==> config.mk <==
export PLATFORM = sky130hd
export DESIGN_NAME = mem_arbiter
export DESIGN_NICKNAME = d
export VERILOG_FILES = /design/src/rtl/mem_arbiter.sv
export SDC_FILE = /design/constraint.sdc
export NUM_CORES = 1
export LEC_CHECK = 0
export CORE_MARGIN = 1.5
export CORE_UTILIZATION = 42
export DETAILED_ROUTE_END_ITERATION = 10
export HOLD_SLACK_MARGIN = 0.12
export PLACE_DENSITY = 0.86
export SLEW_MARGIN = 20
export SYNTH_ARGS = -nofsm -noshare
export SYNTH_HDL_FRONTEND = slang
export SYNTH_SLANG_ARGS = --single-unit
==> constraint.sdc <==
create_clock -name clock -period 4.05 [get_ports clock]
set_clock_uncertainty 0.05 [all_clocks]
set_input_delay 0.405 -clock clock [delete_from_list [all_inputs] [get_ports clock]]
set_output_delay 0.405 -clock clock [all_outputs]
set_load 0.02 [all_outputs]
==> src/rtl/mem_arbiter.sv <==
// Round-robin arbiter sharing one data RAM port among NREQ requesters; one access at a time via IDLE/ACCESS/WAIT/DONE.
// Grant-to-ack is 1 cycle for writes, 1+RD_LAT for reads; other requesters simply hold req while busy is high.
module mem_arbiter #(
  parameter int NREQ   = 4,
  parameter int AW     = 5,
  parameter int DW     = 16,
  parameter int RD_LAT = 2
) (
  input  logic              clock,
  input  logic              resetn,
  input  logic [NREQ-1:0]    req,
  input  logic [NREQ-1:0]    wr,
  input  logic [NREQ*AW-1:0] addr,
  input  logic [NREQ*DW-1:0] wdata,
  output logic [NREQ-1:0]    gnt,
  output logic [NREQ-1:0]    ack,
  output logic [DW-1:0]      rdata,
  output logic               busy,
  output logic [AW-1:0]      ram_addr,
  output logic [DW-1:0]      ram_data,
  output logic               ram_wren,
  input  logic [DW-1:0]      ram_q
);

  localparam int PW = (NREQ > 1) ? $clog2(NREQ) : 1;
  localparam int CW = 2;

  localparam logic [1:0] S_IDLE   = 2'd0;
  localparam logic [1:0] S_ACCESS = 2'd1;
  localparam logic [1:0] S_WAIT   = 2'd2;
  localparam logic [1:0] S_DONE   = 2'd3;

  logic [1:0]      r_state;
  logic [PW-1:0]   r_ptr;
  logic [NREQ-1:0] r_gnt;
  logic            r_wr;
  logic [AW-1:0]   r_addr;
  logic [DW-1:0]   r_wdata;
  logic [DW-1:0]   r_rdata;
  logic [CW-1:0]   r_cnt;

  logic            w_found;
  logic [PW-1:0]   w_win;
  logic [PW-1:0]   w_idx;
  logic [NREQ-1:0] w_win_oh;

  // Search begins one past the last winner so every pending requester gets a turn before a repeat.
  always_comb begin
    w_found  = 1'b0;
    w_win    = r_ptr;
    w_idx    = '0;
    w_win_oh = '0;
    for (int k = 1; k <= NREQ; k++) begin
      w_idx = PW'((int'(r_ptr) + k) % NREQ);
      if (!w_found && req[w_idx]) begin
        w_found = 1'b1;
        w_win   = w_idx;
      end
    end
    w_win_oh[w_win] = w_found;
  end

  always_ff @(posedge clock or negedge resetn) begin
    if (!resetn) begin
      r_state <= S_IDLE;
      r_ptr   <= PW'(NREQ - 1);
      r_gnt   <= '0;
      r_wr    <= 1'b0;
      r_addr  <= '0;
      r_wdata <= '0;
      r_rdata <= '0;
      r_cnt   <= '0;
    end else begin
      case (r_state)
        S_IDLE: begin
          if (w_found) begin
            r_gnt   <= w_win_oh;
            r_ptr   <= w_win;
            r_wr    <= wr[w_win];
            r_addr  <= addr[w_win*AW +: AW];
            r_wdata <= wdata[w_win*DW +: DW];
            r_state <= S_ACCESS;
          end
        end
        S_ACCESS: begin
          if (r_wr) begin
            r_state <= S_DONE;
          end else begin
            r_cnt   <= CW'(RD_LAT);
            r_state <= S_WAIT;
          end
        end
        S_WAIT: begin
          // ram_q is valid on the last counted cycle because the address has been stable since ACCESS.
          if (r_cnt == CW'(1)) begin
            r_rdata <= ram_q;
            r_cnt   <= '0;
            r_state <= S_DONE;
          end else begin
            r_cnt <= r_cnt - CW'(1);
          end
        end
        S_DONE: begin
          r_gnt   <= '0;
          r_state <= S_IDLE;
        end
        default: r_state <= S_IDLE;
      endcase
    end
  end

  assign gnt      = r_gnt;
  assign ack      = (r_state == S_DONE) ? r_gnt : '0;
  assign busy     = (r_state != S_IDLE);
  assign rdata    = r_rdata;
  assign ram_addr = r_addr;
  assign ram_data = r_wdata;
  assign ram_wren = (r_state == S_ACCESS) && r_wr;

  a_gnt_onehot: assert property (@(posedge clock) disable iff (!resetn) $onehot0(r_gnt));
  a_wren_access: assert property (@(posedge clock) disable iff (!resetn) ram_wren |-> (r_state == S_ACCESS));

endmodule

Word-level counts from Yosys, hierarchy flattened
Index checks and enable logic that the tools add are counted.
{ "totals": {"ff_bits": 48, "wordCells": 77, "memories": 0, "mem_bits_rw": 0, "latch_bits": 0, "mem_bits_ro": 0, "output_inout_bits": 47} }
{ "op_classes": {"n_reduce_logical": 17, "shift": 2, "bitwise_logic": 1, "n_eq_ne": 7, "mul": 1, "n_mux": 30, "n_addsub": 5, "magnitude_cmp": 6, "n_div": 0} }
{ "ops": {"columns": ["cell", "count"], "rows": [
  ["variable part select 64 x 7 -> 16 bit", 1],
  ["variable part select 20 x 6 -> 5 bit", 1],
  ["2-to-1 mux 2 bit", 8],
  ["< comparator 2 x 3 -> 1 bit, second input constant", 5],
  ["2-to-1 mux 1 bit", 11],
  ["binary-select mux 1 bit (select 2 bit)", 5],
  ["AND reduction 2 bit", 5],
  ["2-to-1 mux 4 bit", 2],
  ["one-hot mux 2 bit (4 select lines)", 1],
  ["one-hot mux 4 bit (2 select lines)", 1],
  ["inequality test 2 bit, second input constant", 3],
  ["nonzero test 2 bit", 3],
  ["logical AND 1 bit", 5],
  ["multiplier 2 x 3 -> 5 bit, second input constant", 1],
  ["adder 2 x 1 -> 2 bit, second input constant", 2],
  ["adder 2 bit, second input constant", 2],
  ["AND 4 bit", 1],
  ["equality test 2 x 1 -> 1 bit, second input constant", 2],
  ["equality test 2 bit, second input constant", 2],
  ["one-hot mux 2 bit (2 select lines)", 1],
  ["logical NOT 1 bit", 3],
  ["demux 1 bit (select 2 bit)", 1],
  ["greater-or-equal comparator 2 x 1 -> 1 bit, second input constant", 1],
  ["logical NOT 2 bit", 1],
  ["subtractor 2 x 1 -> 2 bit, second input constant", 1]
]} }

Logic depth before layout (Yosys ltp)
Gate-level depths: netlist of the first run.
{ "depth": {"word_depth": 20, "ltp_mapped": 8, "ltp_nobuf": 7} }

Worst setup path before layout of the first run
No wires, ideal clock.
{ "synth_timing": {"kind": "register to register", "start": "register r_state[0]", "end": "register r_addr[3] (netlist: ram_addr[3])", "setup_slack_ns": 1.986, "t_required_ns": 3.913, "arrival_time_ns": 1.928, "path_stages_with_launch": 9, "period_less_slack_ns": 2.064, "cell_sequence": "dfrtp_1 -> inv_1 -> ha_1 -> inv_1 -> nor2_2 -> clkbuf_1 -> nand3_1 -> mux2_1 -> o211ai_1"} }
{ "synth_via": {"elab_chain_cells": 2} }
{ "synth_lines": {"columns": ["item", "line", "source"], "rows": [
  ["start, declared", "33", "logic [1:0] r_state;"],
  ["start signal, assigned", "65", "r_state <= S_IDLE;"],
  ["start signal, assigned", "82", "r_state <= S_ACCESS;"],
  ["start signal, assigned", "87", "r_state <= S_DONE;"],
  ["logical NOT 2 bit", "74", "case (r_state)"],
  ["AND reduction 2 bit (no source line)", null, null],
  ["end signal, assigned", "80", "r_addr <= addr[w_win*AW +: AW];"],
  ["end, declared", "37", "logic [AW-1:0] r_addr;"]
]} }
No other way between the ends.
A chain may end at the register's enable or synchronous reset.

Final worst setup path of the first run
{ "layout_timing": {"start": "register r_ptr[1]", "end": "register r_addr[1] (netlist: ram_addr[1])"} }
{ "layout_via": {"elab_chain_cells": 15, "word_cells_on_any_way": 29, "classes_between": "add/sub (4); mul (1); shift (1); mux (16); reduce/logical (7)"} }
{ "layout_lines": {"columns": ["item", "line", "source"], "rows": [
  ["start, declared", "34", "logic [PW-1:0] r_ptr;"],
  ["start signal, assigned", "66", "r_ptr <= PW'(NREQ - 1);"],
  ["start signal, assigned", "78", "r_ptr <= w_win;"],
  ["adder 2 x 1 -> 2 bit", "54", "w_idx = PW'((int'(r_ptr) + k) % NREQ);"],
  ["binary-select mux 1 bit (select 2 bit)", "55", "if (!w_found && req[w_idx]) begin"],
  ["2-to-1 mux 1 bit (implied by the code)", "55", null],
  ["2-to-1 mux 1 bit", "55", null],
  ["logical NOT 1 bit", "55", null],
  ["logical AND 1 bit", "55", null],
  ["2-to-1 mux 1 bit", "55", null],
  ["logical NOT 1 bit", "55", null],
  ["logical AND 1 bit", "55", null],
  ["2-to-1 mux 1 bit", "55", null],
  ["logical NOT 1 bit", "55", null],
  ["logical AND 1 bit", "55", null],
  ["2-to-1 mux 2 bit", "55", null],
  ["multiplier 2 x 3 -> 5 bit", "80", null],
  ["variable part select 20 x 6 -> 5 bit", "80", null]
]} }
Several ways; a longest one is shown, not always the timed one. The select of a mux whose other input is x is not followed.

==> results of run 1 <==
[final timing paths]
| kind | slack [ps] | to |
|---|---|---|
| worst max-delay path | 1600 | ram_addr[1] |
| worst min-delay path | 160 | gnt[3] |
| worst max register to register | 1600 | ram_addr[1] |
| worst min register to register | 440 | r_cnt[1] |
| max in group asynchronous | 3360 | ram_data[8] |
| min in group clock | 440 | r_cnt[1] |
[cell families after synthesis]
group | after synthesis | synth area share
fa+ha+maj | 5 | 0.02195
buf+inv | 27 | 0.04916
compound gates | 43 | 0.1089
flops | 48 | 0.4223
mux | 61 | 0.2309
simple gates | 98 | 0.1668
[metal layers]
metal,vias to the layer above,part of all wire
li1,1313,-
met1,1310,0.42
met2,99,0.51
met3,2,0.069
met4,0,0.0040
met5,-,0
[cells in the mapped netlist (all sizes together) (2+ instances only)]
library cell  count  share of area
dfstp             2          0.018
and2              4         0.0088
buf              12          0.029
mux2i            23          0.081
clkbuf            9          0.012
nand2b            5          0.011
dfrtp            46           0.40
mux2             38           0.15
nand3            45          0.079
a21oi             3         0.0053
nand2            32          0.042
ha                5          0.022
o211ai           22          0.058
inv               6         0.0079
nor3              2         0.0035
nor2              7          0.010
o21ai             7          0.012
[power by group]
part           switching, mW  internal, mW  leakage [nW]
clock network          0.155         0.183        0.0552
logic                  0.994         0.888          1.16
registers              0.148         0.727         0.579
total                   1.30          1.80          1.79
[registers in the layout (all words and copies together), names as in the netlist]
name / count
gnt: 4
r_cnt: 2
r_ptr: 2
r_state: 2
r_wr: 1
ram_addr: 5
ram_data: 16
rdata: 16
[final cells by class]
cell class / instances / area, um^2
clock buffers: 6 / 72.57
fillers: 485 / 1889
well taps: 77 / 96.34
clock inverters: 2 / 35.03
flip-flops and latches: 48 / 1204
multi-input cells: 207 / 1538
inverters: 6 / 22.52
repair buffers: 162 / 1602
[stage by stage]
| stage | instance area [um^2] | util |
|---|---|---|
| finish | 4569 | 0.7075 |
| global route | 4569 | 0.7075 |
| CTS | 4569 | 0.7075 |
| detailed placement | 4462 | 0.6908 |
| global placement | 4462 | 0.6908 |
| floorplan | 2850 | - |
[critical path, delay by kind of cell, from the launching register on]
| kind | cells | cell delay [ps] |
|---|---|---|
| buffers and inverters | 1 | 620 |
| AND/OR/NAND/NOR | 1 | 80 |
| AO/OA/AOI/OAI | 2 | 350 |
| flip-flops | 1 | 630 |
| multiplexers | 2 | 590 |
==> results_dict.tcl, run 1 <==
set metrics [dict create \
    r2r_start "r_ptr[1]" \
    gr-usage-met1 0.2968 \
    ir_drop_v 0.0004824 \
    postSynth.asyncResetShare 1.000 \
    mostFrequentLayoutCell "clkdlybuf4s50_1" \
    final.min_clock_period_ps 2449 \
    worst_path_max_stage_delay_ps 630 \
    place.detailed.instances 500 \
    power.static_leakage_nw 1.793 \
    critical_path.cell_chain "mux2i_1, nor2_1, a311oi_4, buf_4, mux2_1, o211ai_1" \
    slew_headroom 0.5116 \
    nets 545 \
    worst-endpoint-arrival_ps 2600 \
    grt_setup_unrepaired "false" \
    die_x_um 85.38 \
    most-common-layout-cells "155 x clkdlybuf4s50_1, 46 x dfrtp_1, 45 x nand3_1" \
    tritoncts.num_buffers 5 \
    synth_ff_type "dfrtp_1" \
    cp_slowest_cell "dfstp_2" \
    io_buffer_count 156 \
    achievable-frequency_mhz 408.3 \
    fp.dieH_um 85.38 \
    hold_ws_ps 161.6 \
    grt_pass1_vias 2856 \
    ios 157 \
    groute.usage.overall 0.2318 \
    cts_tree "built" \
    antenna_found_initial 0 \
    final_min_period_over_clock_period 0.6047 \
    gr-usage-met2 0.4055 \
    postCtsResizedCells 0 \
    netlist-cell-type-count 36 \
    clkSlewWorstSetupHoldPaths_ps 90 \
    violated_checks "DRC" \
    core.rowCount 29 \
    reg2regPathDepth 6 \
    hold_buffers 0 \
    count_of_warnings_emitted_by_yosys 0 \
    totalWireLength_um 8296 \
    hold_class "input pin to async pin" \
    via_count 2724 \
    routedWlPerCell_um 16.33 \
    postSynthAreaPerCell_um2 10.11 \
    crit_required_ps 4210 \
    preCtsSetupSlack_ps 1323 \
    dp_hpwl_um 6026 \
    synth_seq_cells 48 \
    postSynthNetCount 397 \
    clockRootBuffer "clkbuf_8" \
    overflow 0 \
    maxCapViolCount 0 \
    met3_usage 0.05058 \
    powerDensity_nw_per_um2 677.5 \
    synthToLayoutAreaGrowth_pct 60.32 \
    path_class "flip-flop to flip-flop" \
    antenna_cells 0 \
    post_synth_instance_area_um2 2850 \
    ant_nets 0 \
    design.core.area_um2 6459 \
    worst_setup_path_end_kind "flip-flop" \
    final_hold_viol_count 0 \
    worst-slew-pin-transition_ps 732.6 \
    cts.path.max_buffers 2 \
    route.detailed.drc 9 \
    outcome "finished with violations" \
    numClockSinks 48 \
    post_synth_edffs 0 \
    cts.htree.levels 2 \
    layout-drive-gt1-share 0.08353 \
    drt_first_iter_violations 110 \
    finish.cell_count_without_fillers 508 \
    grt_pass1_wl_um 13700 \
    synth.yosys.seq_area_share 0.4223 \
    critical_path.startpoint "r_ptr[1]" \
    post_synth_inst_count 282 \
    critical_path.max_fanout 49 \
    post_cts_buffers 0 \
    setup-tns-final_ps 0 \
    setup_ws_ps 1601 \
    dieArea_um2 7290 \
    insertion_delay_ps 290 \
    initial_utilization 0.4413 \
    routabilityCongestion 0.7497 \
    via_per_inst 5.362 \
    top_usage_layer "met2" \
    worstSetupStartpointType "flip-flop" \
    report.final.slew_viol_count 0 \
    pin_count_of_the_biggest_net_entering_global_routing 50 \
    finalPower_mw 3.096 \
    setup_viol 0 \
    first_pass_drt_iterations 8 \
]
Note: power is estimated with default switching activity, not from simulation.
==> run 2: changes to the inputs <==
- CORE_UTILIZATION: 42 -> 39
- PLACE_DENSITY: 0.86 -> 0.81
- clock period: 4.05 -> 2.5 ns (I/O delays scaled with it)
==> run 2 against run 1 <==
  * Critical path depth down 2
  * Register-to-register slack worse by 1300 ps
  * Combinational power up 66%
  * First-iteration DRC count up 15%
  * Via count down 0.51%
  * Critical path type is now flip-flop to output pin
  * Final cell count up 5.1%
  * Hold slack better by 280 ps
  * The run now ends clean
  * Total power up 62%
  * Wire length about the same
  * Global-route usage down 1.4 points
  * Critical endpoint is now busy
  * Highest routed layer unchanged
  * Largest power group unchanged
==> results_dict.tcl, run 2 (synthesized netlist as in run 1, its figures left out) <==
set metrics [dict create \
    synthToLayoutAreaGrowth_pct 63.43 \
    ir_drop_v 0.0005741 \
    grt_pass1_wl_um 13080 \
    worst-slew-pin-transition_ps 656.0 \
    hold_class "flip-flop to flip-flop" \
    antenna_cells 0 \
    cts_tree "built" \
    outcome "finished, final reports clean" \
    mostFrequentLayoutCell "clkdlybuf4s50_1" \
    antenna_found_initial 0 \
    clockRootBuffer "clkbuf_8" \
    layout-drive-gt1-share 0.09817 \
    setup_viol 0 \
    preCtsSetupSlack_ps 187.8 \
    insertion_delay_ps 290 \
    grt_pass1_vias 2723 \
    initial_utilization 0.4105 \
    worst-endpoint-arrival_ps 1950 \
    routabilityCongestion 0.7996 \
    cts.htree.levels 2 \
    overflow 0 \
    ant_nets 0 \
    setup_ws_ps 245.8 \
    ios 157 \
    gr-usage-met1 0.2715 \
    critical_path.max_fanout 6 \
    totalWireLength_um 8293 \
    grt_setup_unrepaired "false" \
    most-common-layout-cells "155 x clkdlybuf4s50_1, 46 x dfrtp_1, 45 x nand3_1" \
    top_usage_layer "met2" \
    pin_count_of_the_biggest_net_entering_global_routing 29 \
    gr-usage-met2 0.3810 \
    final_hold_viol_count 0 \
    setup-tns-final_ps 0 \
    numClockSinks 48 \
    core.rowCount 30 \
    power.static_leakage_nw 1.821 \
    via_count 2710 \
    fp.dieH_um 88.49 \
    post_cts_buffers 0 \
    achievable-frequency_mhz 443.6 \
    worst_setup_path_end_kind "output pin" \
    first_pass_drt_iterations 4 \
    cts.path.max_buffers 2 \
    groute.usage.overall 0.2174 \
    design.core.area_um2 6944 \
    filler_cell_count 577 \
    die_x_um 88.49 \
    report.final.slew_viol_count 0 \
    met3_usage 0.05131 \
    dp_hpwl_um 6369 \
    final.min_clock_period_ps 2254 \
    most_common_cell_on_crit_path "inv_1" \
    tritoncts.num_buffers 5 \
    slew_headroom 0.5616 \
    worstSetupStartpointType "flip-flop" \
    io_buffer_count 156 \
    drt_first_iter_violations 127 \
    route.detailed.drc 0 \
    maxCapViolCount 0 \
    nets 552 \
    crit_required_ps 2200 \
    clkSlewWorstSetupHoldPaths_ps 90 \
    routedWlPerCell_um 15.53 \
    powerDensity_nw_per_um2 1075 \
    via_per_inst 5.075 \
    final_min_period_over_clock_period 0.9017 \
    dieArea_um2 7830 \
    path_class "flip-flop to output pin" \
    cp_slowest_cell "clkdlybuf4s50_1" \
    worst_path_max_stage_delay_ps 660 \
    critical_path.cell_chain "inv_1, ha_1, inv_1, clkdlybuf4s50_1" \
]
## run 2: power breakdown
part	switching, mW	internal (mW)
logic	1.60	1.51
clock network	0.271	0.198
registers	0.241	1.18
total	2.12	2.89
## run 2: worst max-delay path: cells and delay by family, from the launching register on
kind | cells | cell delay [ps]
buffers and inverters | 3 | 970
DFF | 1 | 440
adders and majority gates | 1 | 250
## run 2: area by class of cell
cell class,count,area [um^2],area share
Timing Repair Buffer,169,1682,0.3610
Multi-Input combinational cell,207,1538,0.3301
Sequential cell,48,1204,0.2584
Tap cell,96,120.1,0.02579
Clock buffer,5,68.82,0.01477
Clock inverter,3,23.77,0.005103
Inverter,6,22.52,0.004835
## run 2: through the flow
step	area (um^2)	std cells	hold slack (ps)	total power, mW	util
3_3_place_gp	4556	525	260.8	4.485	0.6560
4_1_cts	4658	534	445.5	5.070	0.6708
2_1_floorplan	2850	282	-95.59	3.271	-
5_1_grt	4658	534	469.7	5.374	0.6708
3_5_place_dp	4556	525	257.7	4.583	0.6560
6_report	4658	534	440.0	5.006	0.6708
## run 2: final timing paths
check | startpoint | cells after the start | slack, ps | to
min | r_cnt[0] | 1 | 440 | r_cnt[0]
min in group asynchronous | resetn | 2 | 450 | ram_data[14]
max reg2reg | r_state[0] | 8 | 260 | ram_data[5]
min reg2reg | r_cnt[0] | 1 | 440 | r_cnt[0]
max in group asynchronous | resetn | 3 | 1320 | ram_data[5]
max | r_state[0] | 4 | 250 | busy
## run 2: what timing repair did
item                       CTS  global route
hold endpoints to repair    23             0
gates resized for setup      0             0
setup endpoints to repair    0             0
hold buffers                 1             0
## run 2: per-layer routing
| metal | up-vias | wire [um] |
|---|---|---|
| li1 | 1328 | - |
| met1 | 1280 | 3418 |
| met2 | 91 | 4195 |
| met3 | 11 | 564 |
| met4 | 0 | 114 |
| met5 | - | 0 |
==> run 3: changes to the inputs <==
- SLEW_MARGIN: 20 -> default
==> results of run 3 <==
No change in the layout: final DEF, timing and power equal those of run 2.
